File: src/rtl/sync_debounce_pkg.sv
// Shared defaults and helpers for the synchroniser/debounce bank.
// Latency: n/a (package only).
// Backpressure: n/a (package only).
package sync_debounce_pkg;

  localparam int   DEF_CH          = 2;
  localparam int   DEF_SYNC_STAGES = 2;
  localparam int   DEF_DB_CYCLES   = 4;
  localparam logic DEF_RESET_VAL   = 1'b0;

  // Debounce counter width: enough to hold DB_CYCLES, never narrower than one bit.
  function automatic int cnt_width(input int db_cycles);
    int w;
    w = $clog2(db_cycles + 1);
    return (w < 1) ? 1 : w;
  endfunction

endpackage

File: src/rtl/sync_debounce_ch.sv
// Single channel: metastability synchroniser, debounce filter, registered rise/fall pulses.
// Latency: din -> sync_out SYNC_STAGES edges; din -> dout SYNC_STAGES + DB_CYCLES edges with en held high.
// Backpressure: none; en only gates the debounce counter, the sync chain always shifts.
module sync_debounce_ch
  import sync_debounce_pkg::*;
#(
  parameter int   SYNC_STAGES = DEF_SYNC_STAGES,
  parameter int   DB_CYCLES   = DEF_DB_CYCLES,
  parameter logic RESET_VAL   = DEF_RESET_VAL
) (
  input  logic clk,
  input  logic arst,
  input  logic en,
  input  logic din,
  output logic sync_out,
  output logic dout,
  output logic rise,
  output logic fall,
  output logic edge_nxt
);

  localparam int             CNT_W    = cnt_width(DB_CYCLES);
  localparam logic [CNT_W-1:0] CNT_LAST = CNT_W'(DB_CYCLES - 1);

  logic [SYNC_STAGES-1:0] sync_q;
  logic [CNT_W-1:0]       cnt_q;
  logic [CNT_W-1:0]       cnt_d;
  logic                   dout_d;
  logic                   rise_d;
  logic                   fall_d;

  // Shift the raw input through the synchroniser chain every edge, independent of en.
  always_ff @(posedge clk or posedge arst) begin
    if (arst) begin
      sync_q <= {SYNC_STAGES{RESET_VAL}};
    end else begin
      sync_q <= {sync_q[SYNC_STAGES-2:0], din};
    end
  end

  assign sync_out = sync_q[SYNC_STAGES-1];

  // Debounce decision: count enabled cycles of disagreement, commit on the terminal count.
  always_comb begin
    cnt_d  = cnt_q;
    dout_d = dout;
    rise_d = 1'b0;
    fall_d = 1'b0;
    if (en) begin
      if (sync_out == dout) begin
        cnt_d = '0;
      end else if (cnt_q == CNT_LAST) begin
        dout_d = sync_out;
        cnt_d  = '0;
        rise_d = sync_out;
        fall_d = ~sync_out;
      end else begin
        cnt_d = cnt_q + CNT_W'(1);
      end
    end
  end

  // Early strobe so the bank can register its summary flag in the same cycle as rise/fall.
  assign edge_nxt = rise_d | fall_d;

  // Register the filtered level, the counter and the edge pulses together.
  always_ff @(posedge clk or posedge arst) begin
    if (arst) begin
      cnt_q <= '0;
      dout  <= RESET_VAL;
      rise  <= 1'b0;
      fall  <= 1'b0;
    end else begin
      cnt_q <= cnt_d;
      dout  <= dout_d;
      rise  <= rise_d;
      fall  <= fall_d;
    end
  end

endmodule

File: src/rtl/sync_debounce_bank.sv
// Bank of CH independent synchronise/debounce/edge-detect channels plus a registered "any edge" flag.
// Latency: din -> dout SYNC_STAGES + DB_CYCLES edges; changed aligns with rise/fall.
// Backpressure: none; en pauses debouncing on all channels, synchronisers keep running.
module sync_debounce_bank
  import sync_debounce_pkg::*;
#(
  parameter int   CH          = DEF_CH,
  parameter int   SYNC_STAGES = DEF_SYNC_STAGES,
  parameter int   DB_CYCLES   = DEF_DB_CYCLES,
  parameter logic RESET_VAL   = DEF_RESET_VAL
) (
  input  logic          clk,
  input  logic          arst,
  input  logic          en,
  input  logic [CH-1:0] din,
  output logic [CH-1:0] sync_out,
  output logic [CH-1:0] dout,
  output logic [CH-1:0] rise,
  output logic [CH-1:0] fall,
  output logic          changed
);

  typedef logic [CH-1:0] ch_vec_t;

  ch_vec_t edge_nxt;

  for (genvar i = 0; i < CH; i++) begin : g_ch
    sync_debounce_ch #(
      .SYNC_STAGES (SYNC_STAGES),
      .DB_CYCLES   (DB_CYCLES),
      .RESET_VAL   (RESET_VAL)
    ) u_ch (
      .clk      (clk),
      .arst     (arst),
      .en       (en),
      .din      (din[i]),
      .sync_out (sync_out[i]),
      .dout     (dout[i]),
      .rise     (rise[i]),
      .fall     (fall[i]),
      .edge_nxt (edge_nxt[i])
    );
  end

  // Register the OR of next-cycle edge strobes so changed lands with rise/fall.
  always_ff @(posedge clk or posedge arst) begin
    if (arst) begin
      changed <= 1'b0;
    end else begin
      changed <= |edge_nxt;
    end
  end

endmodule
File: config.mk
export PLATFORM = sky130hd
export DESIGN_NAME = sync_debounce_bank
export DESIGN_NICKNAME = d
export VERILOG_FILES = /design/src/rtl/sync_debounce_pkg.sv /design/src/rtl/sync_debounce_ch.sv /design/src/rtl/sync_debounce_bank.sv
export SDC_FILE = /design/constraint.sdc
export NUM_CORES = 1
export LEC_CHECK = 0
export CAP_MARGIN = 25
export CORE_UTILIZATION = 49
export CTS_CLUSTER_SIZE = 10
export DETAILED_ROUTE_END_ITERATION = 12
export PLACE_DENSITY_LB_ADDON = 0.3
export RECOVER_POWER = 100
export SLEW_MARGIN = 10
export SYNTH_ARGS = -nofsm -noshare
export SYNTH_HDL_FRONTEND = slang
export SYNTH_SLANG_ARGS = --single-unit
File: constraint.sdc
create_clock -name clk -period 1.93 [get_ports clk]
set_clock_uncertainty 0.2 [all_clocks]
set_input_delay 0.193 -clock clk [delete_from_list [all_inputs] [get_ports clk]]
set_output_delay 0.193 -clock clk [all_outputs]
set_load 0.1 [all_outputs]
# Word level (Yosys, flattened, before mapping)
# Cells that the tools add are included.
[totals] reg_bits=17 input_bits=5 output_inout_bits=9 wordCells=42
[classes] addsub=2 eq_ne=4 n_mux=16 bitwise=6 reduce_logical=3
[ops] operator="$mux W1" n=12
[ops] operator="$mux W3" n=4
[ops] operator="$add A3 B1 Y3 const B" n=2
[ops] operator="$eq A3 B2 Y1 const B" n=2
[ops] operator="$reduce_and A3 Y1" n=2
[ops] operator="$not A1 Y1" n=4
[ops] operator="$eq A1 B1 Y1" n=2
[ops] operator="$or A1 B1 Y1" n=2
[ops] operator="$reduce_or A2 Y1" n=1

# Longest topological paths before layout
[logic_depth] depth_word=6 depth_mapped=3 depth_no_buf=3

# By module
# From an unflattened synthesis, not the netlist that was laid out.
[unflattened] cells_unflattened=55 area_unflattened_um2=690.7
[modules_own_cells] mod="sync_debounce_ch" instances=2 cells_each=26 area_each_um2=327.8 seq_area_each_um2=200.2
[modules_own_cells] mod="sync_debounce_bank" instances=1 cells_each=3 area_each_um2=35.0 seq_area_each_um2=25.0

# Worst setup path before layout
# Ideal clock, no wire load.
[synth_timing] path_kind="register -> register" start="register g_ch[0].u_ch.cnt_q[0]" end="register g_ch[0].u_ch.dout" setup_ns=0.125 t_arrival_ns=1.040 required_time_ns=1.605 slack_ns=0.565 path_stages_with_launch=4 n_path_buf=0 period_less_slack_ns=1.365 path_cell_list="dfrtp_1 > ha_1 > nand3b_1 > mux2_2"
[synth_between] elab_chain_len=2
[synth_lines] element="start: declaration" line="sync_debounce_ch.sv:26" source="logic [CNT_W-1:0] cnt_q;"
[synth_lines] element="start signal: assignment" line="sync_debounce_ch.sv:74" source="cnt_q <= cnt_d;"
[synth_lines] element="$eq A3 B2 Y1" line="sync_debounce_ch.sv:52" source="end else if (cnt_q == CNT_LAST) begin"
[synth_lines] element="$reduce_and A3 Y1 (no line)"
[synth_lines] element="end signal: assignment" line="sync_debounce_ch.sv:75" source="dout <= dout_d;"
[synth_lines] element="end: declaration" line="sync_debounce_ch.sv:16" source="output logic dout,"
# No other way between the ends.
# A chain may end at the register's enable or synchronous reset.

# Final worst setup path
[layout_timing] start="register g_ch[1].u_ch.sync_q[1]" end="output sync_out[1]"
[layout_rtl] element="start: declaration" line="sync_debounce_ch.sv:25" source="logic [SYNC_STAGES-1:0] sync_q;"
[layout_rtl] element="start signal: assignment" line="sync_debounce_ch.sv:35" source="sync_q <= {SYNC_STAGES{RESET_VAL}};"
[layout_rtl] element="start signal: assignment" line="sync_debounce_ch.sv:37" source="sync_q <= {sync_q[SYNC_STAGES-2:0], din};"
[layout_rtl] element="end: declaration" line="sync_debounce_bank.sv:16" source="output logic [CH-1:0] sync_out,"
# No word-level cell between the ends.

==> results.sh <==
export IMPL_cts_hold_repair_buffers=0
export IMPL_cts_repair_resized=0
export IMPL_run_status="finished clean"
export IMPL_final_layout_size_suffix_gt1_frac=0.246
export IMPL_antenna_cells_inserted=0
export IMPL_cts_tree="done"
export IMPL_switching_power_mw=0.541
export IMPL_total_count_of_hold_check_failures_in_the_final_report=0
export IMPL_intPower_mw=0.690
export IMPL_vias_per_cell=5.31
export IMPL_maxCapViolCount=0
export IMPL_first_iter_violations=16
export IMPL_timing_critical_path_cells="clkbuf_2"
export IMPL_drc=0
export IMPL_power_share_switching=0.440
export IMPL_timing_final_crit_share=0.822
export IMPL_routed_wire_length_per_instance_um=12.5
export IMPL_startpoint_type="flop"
export IMPL_clock_tree_htree_level_count=1
export IMPL_cellLeakagePower_nw=0.384
export IMPL_share_seq_of_total_power=0.429
export IMPL_worst_ep_arrival_time_ns=1.19
export IMPL_clock_tree_root_buffer_cell="clkbuf_4"
export IMPL_globalRoute_totalOverflow=0
export IMPL_row_count=13
export IMPL_timing_slew_headroom=0.606
export IMPL_drt_wl_total_um=1050
export IMPL_postSynthAreaPerCell_um2=12.7
export IMPL_critical_path_class="reg2out"
export IMPL_synth_fp_nets=67
export IMPL_vdd_drop_max_mv=0.810
export IMPL_timing_final_crit_period_ns=1.59
export IMPL_boundaryPins=14
export IMPL_tritoncts_num_sinks=17
export IMPL_unrepaired_setup_endpoints_after_global_routing="false"
export IMPL_layout_nets=77
export IMPL_clock_path_buffers=2
export IMPL_mappedNetlistArea_um2=761
export IMPL_die_h_um=41.4
export IMPL_finalSetupViolations=0
export IMPL_multi_input_comb_area_um2=236
export IMPL_worst_slew_pin_slew_ns=0.591
export IMPL_final_area_um2=818
export IMPL_ys_dominant_reg_cell="dfrtp_1"
export IMPL_core_um2=1370
export IMPL_synth_enable_flop_cells=0
export IMPL_power_frac_clock=0.152
export IMPL_grt_start_max_net_pins=18
export IMPL_areaGrowthSynthToFinish_pct=7.57
export IMPL_ys_seq_area_frac=0.559
export IMPL_post_synth_top_count_cell="dfrtp_1"
export IMPL_cts_setup_buffers=0
export IMPL_antenna_found_initial=0
export IMPL_max_freq_ghz=0.630
export IMPL_die_x_um=41.4
export IMPL_fin_cells=84
export IMPL_critPathMaxStageDelay_ns=0.48
export IMPL_fin_tns_setup_ns=0
export IMPL_postSynth_asyncResetShare=1.00
export IMPL_route_vias_total=446
export IMPL_critical_path_max_fanout=5
export IMPL_cell_area_after_placement_um2=880
export IMPL_share_comb_of_total_power=0.419
export IMPL_critical_path_top_delay_family="buffers and inverters"
export IMPL_leading_area_contributor_after_synthesis="dfrtp_1"
export IMPL_register_bit_count_reported_by_yosys=17
export IMPL_dpl_cell_count=80
export IMPL_critPathSlowestCell="clkbuf_2"
export IMPL_synth_cells_most_frequent="dfrtp_1, buf_4, nand2b_1, inv_1"
export IMPL_final_max_slew_violation_count=0
export IMPL_grt_first_pass_wirelength_um=1840
export IMPL_globalRouteTotalUtil=0.148
export IMPL_yosysWarningCount=0
export IMPL_critical_path_buf_inv_count=1
export IMPL_synthDistinctLibCells=18
export IMPL_placed_wire_length_estimate_after_detailed_placement_um=781
export IMPL_cts_clk_slew_worst_paths_ns=0.09
export IMPL_powerDensity_nw_per_um2=1510
export IMPL_synthDominantCellAreaShare=0.559
export IMPL_antenna_left=0
export IMPL_clock_insertion_delay_worst_skew_ns=0.29
export IMPL_gpl_final_weighted_congestion=0.721
export IMPL_cts_buffers_inserted=3
export IMPL_initial_core_util=0.557
export IMPL_num_fill_cells=132
export IMPL_min_path_type="reg2reg"
export IMPL_port_buffers=13
export IMPL_worst_endpoint_required_ns=1.54
export IMPL_first_pass_iters=4
export IMPL_synthTopCellsByArea="dfrtp_1, buf_4, nand2b_1"
export IMPL_postSynthCellCount=60
export IMPL_grt_pass1_vias=414
export IMPL_die_area_um2=1710
export IMPL_area_sequential_um2=425
export IMPL_critical_path_capture_point_type="output port"
power by group through the flow:
| stage | Combinational (mW) | Clock (mW) | Sequential (mW) |
|---|---|---|---|
| floorplan | 0.476 | 0 | 0.542 |
| global placement | 0.594 | 0 | 0.548 |
| detailed placement | 0.608 | 0 | 0.558 |
| CTS | 0.611 | 0.195 | 0.551 |
| global route | 0.557 | 0.213 | 0.544 |
| finish | 0.516 | 0.187 | 0.529 |
kinds of logic after synthesis:
group,synth area share
and+or+nand+nor,0.132
adders and majority gates,0.0329
buffers and inverters,0.110
xor gates and xnor gates,0.0428
DFF,0.559
AOI/OAI and AO/OA,0.0938
muxes,0.0296
sequential cells by signal, summed over array words and instances, names as in the netlist:
name / count
g_ch.u_ch.cnt_q: 6
g_ch.u_ch.sync_q: 4
g_ch.u_ch.dout: 2
g_ch.u_ch.fall: 2
g_ch.u_ch.rise: 2
changed: 1
stage by stage:
step           worst slack, ns   util  power, mW  hold WS (ns)
6_report                 0.343  0.599       1.23         0.147
5_1_grt                  0.278  0.599       1.31         0.165
4_1_cts                  0.455  0.663       1.36        0.0811
3_5_place_dp             0.295  0.644       1.17         0.135
3_3_place_gp             0.366  0.644       1.14         0.135
2_1_floorplan            0.565      -       1.02       -0.0809
path summary, 6_finish.rpt:
path	startpoint	end	slack (ns)	cells after the start
max	g_ch[1].u_ch.sync_q[1]	sync_out[1]	0.34	1
min	g_ch[1].u_ch.sync_q[0]	g_ch[1].u_ch.sync_q[1]	0.15	0
max reg2reg	g_ch[1].u_ch.cnt_q[0]	g_ch[1].u_ch.dout	0.45	3
min reg2reg	g_ch[1].u_ch.sync_q[0]	g_ch[1].u_ch.sync_q[1]	0.15	0
max in group asynchronous	arst	g_ch[0].u_ch.cnt_q[1]	0.95	2
min in group asynchronous	arst	g_ch[1].u_ch.fall	0.19	2
layout make-up:
class	instances	area share
clock buffers	4	0.0321
inverters	5	0.0229
multi-input cells	29	0.289
flip-flops and latches	17	0.520
well taps	15	0.0229
repair buffers	14	0.113
cell usage in the layout (no fill, tap or decap), drive strengths merged:
cell	netlist	layout
dfrtp	17	17
clkbuf	0	13
nand2b	6	6
inv	5	5
o22ai	3	3
nor3b	3	3
dlygate4sd3	0	3
nand3b	2	2
xnor2	2	2
nor2b	2	2
nand2	2	2
o32ai	2	2
ha	2	2
mux2	2	2
o31ai	2	2
nor3	1	1
clkdlybuf4s50	0	1
buf	9	1
metal layers:
metal	track usage	vias to the layer above	wire length (µm)
li1	-	212	-
met4	0.0581	0	13
met5	0	-	0
met3	0.0826	2	77
met2	0.216	15	496
met1	0.182	217	459
Note: power is estimated with default switching activity, not from simulation.
==> variant 1: new RTL, config.mk and constraints unchanged <==
Remove the register `changed`: a continuous assignment takes its place, so the output `changed` follows one clock earlier. Comments in the files are not updated.
--- a/src/rtl/sync_debounce_bank.sv
+++ b/src/rtl/sync_debounce_bank.sv
@@ -43,12 +43,6 @@
   end
 
   // Register the OR of next-cycle edge strobes so changed lands with rise/fall.
-  always_ff @(posedge clk or posedge arst) begin
-    if (arst) begin
-      changed <= 1'b0;
-    end else begin
-      changed <= |edge_nxt;
-    end
-  end
+  assign changed = |edge_nxt;
 
 endmodule
Behaviour: not the same (a bounded check fails within 10 cycles, from zero or initial values and one cycle with arst high).
==> variant 1 against the unedited design <==
- first-iteration DRC count is 88% lower
- worst setup slack worse by 0.22 ns
- synthesized area is 5.3% lower
- total power is 3.9% higher
- wire length is 5.1% higher
- cell area is 2.9% higher
- sequential cell count is 1 lower
- count of clock-buffer cells in the layout stayed put
- critical path type unchanged
- highest routed layer unchanged
==> variant 1: results (changes against the unedited design) <==
Placed design
The estimated wirelength of the detail-placed design is 836 um (+7.0%). The number of placed instances with taps included is 83 (+3.8%). The worst setup timing slack at the placement stage came to 0.196 ns (-0.0991 ns). The area of placed instances was 896 um^2 (+1.8%).

STA
The smallest hold slack is 0.160 ns (+0.0130 ns). The shortest period the worst path allows is 1.80 ns (+0.215 ns). The remaining max-slew budget at the tightest pin came to 61.8% (+1.3 points).

Synth
The register area share after synthesis was 55.6% (-0.37 points). The post-synthesis net count is 66 (-1.5%). Ranked by total cell area, the synthesized netlist is headed by sky130_fd_sc_hd__dfrtp_1 56%, sky130_fd_sc_hd__buf_4 8.3%, sky130_fd_sc_hd__nand2b_1 5.2%. The adder and majority cell fraction of the synthesized area is 3.47% (+0.18 points).

The xor/xnor share of the synthesized area is 3.47% (-0.80 points). Counting instances in the post-synthesis netlist gives the leading cell types as 16 x sky130_fd_sc_hd__dfrtp_1, 8 x sky130_fd_sc_hd__buf_4, 6 x sky130_fd_sc_hd__nand2b_1. The count of cell types in the netlist was 19 (+1).

The share of the synthesized area in compound gates (AO/OA/AOI/OAI) is 8.85% (-0.52 points). The average cell area after synthesis is 12.2 um^2 (-3.7%). The mux contribution to synthesized area is 3.13% (+0.16 points).

Finish
The number of nets in the final layout is 81 (+5.2%). The number of standard cells in the final layout excluding fillers was 88 (+4.8%). The post-synthesis to final-layout area growth is 16.8%. The number of fillers in the final layout is 123 (-6.8%). The share of layout cells above drive strength 1 came to 28.8% (+4.1 points).

Setup path
On the critical path, the stage with the largest delay is an instance of sky130_fd_sc_hd__dfrtp_1. The data arrival time of the worst path is 1.41 ns (+0.22 ns). The peak per-stage delay on the critical path was 0.37 ns (-0.11 ns). The length in cells of the worst reg-to-reg path is 4 (+1). Tracing the worst setup path back leads to its startpoint at g_ch[0].u_ch.cnt_q[0]$_DFFE_PP0P_.

The highest fanout seen on the critical path was 3 (-2). The internal reg-to-reg setup slack is 0.31 ns (-0.14 ns). Broken down by cell family, the worst path's largest delay share belongs to flip-flops.

The critical path ends at changed.

Global route
The all-layer global routing usage is 16.6% (+1.8 points). The wire length of the first global-routing pass is 1.61 mm (-12%). The largest net degree at the start of global routing is 17 (-1).

Power and ir drop
The worst IR drop on VDD is 0.000748 V (-7.6%). The leakage power of the design came to 0.389 nW (+1.2%).

Route
The total via count after detailed routing was 445 (-0.22%). The first-pass iteration count of the detailed router was 2 (-2). The total length of routed wires is 1.10 mm (+5.1%).

Status
The run finished with clean final reports.

Min path
The launch point of the worst hold path is g_ch[0].u_ch.sync_q[0]$_DFF_PP0_.
variant 1: cell families after synthesis:
group | count (synthesis)
adders and majority gates | 2
DFF | 16
and+or+nand+nor | 16
buffers and inverters | 14
AOI/OAI and AO/OA | 7
muxes | 2
xor gates and xnor gates | 2
variant 1: per-layer routing:
layer	GRT usage, %	part of all wire (%)
met5	0	0
met1	17.6	44
met2	28.6	51
met3	6.67	3.9
met4	7.50	1.1
variant 1: area by class of cell:
| cell class | count | share of cell area (%) |
|---|---|---|
| timing repair buffer | 19 | 14.9 |
| inverter | 5 | 2.23 |
| sequential | 16 | 47.5 |
| multi-input combinational | 29 | 28.8 |
| tap | 15 | 2.23 |
| clock buffer | 4 | 4.31 |
variant 1: report_power, final:
group	internal, mW	total (mW)	switching (mW)
sequential	0.426	0.502	0.0763
combinational	0.189	0.563	0.374
clock	0.115	0.214	0.0998
total	0.729	1.28	0.551
==> variant 2: new RTL, same flow settings <==
Without the edit above. `DEF_DB_CYCLES`: 4 -> 8.
--- a/src/rtl/sync_debounce_pkg.sv
+++ b/src/rtl/sync_debounce_pkg.sv
@@ -5,7 +5,7 @@
 
   localparam int   DEF_CH          = 2;
   localparam int   DEF_SYNC_STAGES = 2;
-  localparam int   DEF_DB_CYCLES   = 4;
+  localparam int   DEF_DB_CYCLES   = 8;
   localparam logic DEF_RESET_VAL   = 1'b0;
 
   // Debounce counter width: enough to hold DB_CYCLES, never narrower than one bit.
Check against the original RTL: not equivalent (a bounded check fails within 10 cycles, from zero or initial values and one cycle with arst high).
==> variant 2 against the unedited design <==
- wire length grew 18%
- cell area grew 13%
- register-to-register slack lost 0.20 ns
- worst setup slack lost 0.095 ns
- critical path depth grew 2
- highest routed layer is now met3
- synthesized area grew 12%
- sequential cell count grew 2
Power is not compared: it rests on default switching activity, and its combinational part moved more than twofold at a synthesized area within 25%.
==> variant 2: results (changes against the unedited design) <==
Route
The total length of routed wires is 1.24 mm (+18%). The via density per instance is 5.06 (-4.7%). The starting DRC count in detailed routing came to 6 (-10).

Finish
The share of layout cells above drive strength 1 is 19.0% (-5.6 points). The number of nets in the final layout is 92 (+19%). The number of standard cells in the final layout excluding fillers is 100 (+19%).

Synth
The adder and majority cell fraction of the synthesized area is 2.94% (-0.35 points). The mux contribution to synthesized area was 6.17% (+3.2 points). The post-synthesis instance total came to 74 (+23%).

The xor/xnor share of the synthesized area was 4.85% (+0.57 points). The share of the synthesized area in compound gates (AO/OA/AOI/OAI) is 7.20% (-2.2 points). Counting instances in the post-synthesis netlist gives the leading cell types as 19 x sky130_fd_sc_hd__dfrtp_1, 8 x sky130_fd_sc_hd__buf_4, 8 x sky130_fd_sc_hd__inv_1.

The register area share after synthesis was 55.8% (-0.12 points). The post-synthesis net count is 81 (+21%).

Placed design
The worst setup timing slack at the placement stage is 0.197 ns (-0.0978 ns). The area of placed instances is 981 um^2 (+12%). The final RePlAce weighted congestion is 0.715 (-0.92%). The number of placed instances with taps included is 96 (+20%).

STA
The smallest hold slack was 0.147 ns (+0.000256 ns). The highest attainable clock frequency came to 0.595 GHz (-5.6%).

Setup path
The data arrival time of the worst path is 1.66 ns (+0.47 ns).

Global route
The largest net degree at the start of global routing is 20 (+2). The number of global-route vias before repair is 517 (+25%). The all-layer global routing usage is 15.9% (+1.1 points).

Status
The flow ran to the end, and the final reports show no timing, DRC or antenna violations.
-- variant 2: area by class of cell --
cell class / instances / area (um^2) / share of cell area [%]
clock buffer: 4 / 26.3 / 2.85
sequential: 19 / 475 / 51.5
timing repair buffer: 15 / 96.3 / 10.4
tap: 16 / 20.0 / 2.17
inverter: 8 / 30.0 / 3.25
multi-input combinational: 38 / 275 / 29.8
-- variant 2: routing by layer --
layer / vias up / wire length [um] / track usage (%) / share of wire (%)
met5: - / 0 / 0 / 0
met4: 0 / 0 / 3.75 / 0
met3: 0 / 58 / 6.25 / 4.7
met2: 10 / 600 / 26.3 / 48
met1: 239 / 581 / 19.6 / 47
li1: 257 / - / - / -
-- variant 2: worst max-delay path, cell delays in order, from the launching register on --
cell	delay, ns
sky130_fd_sc_hd__dfrtp_1	0.43
sky130_fd_sc_hd__xor2_1	0.39
sky130_fd_sc_hd__nand4bb_2	0.21
sky130_fd_sc_hd__mux2_1	0.35
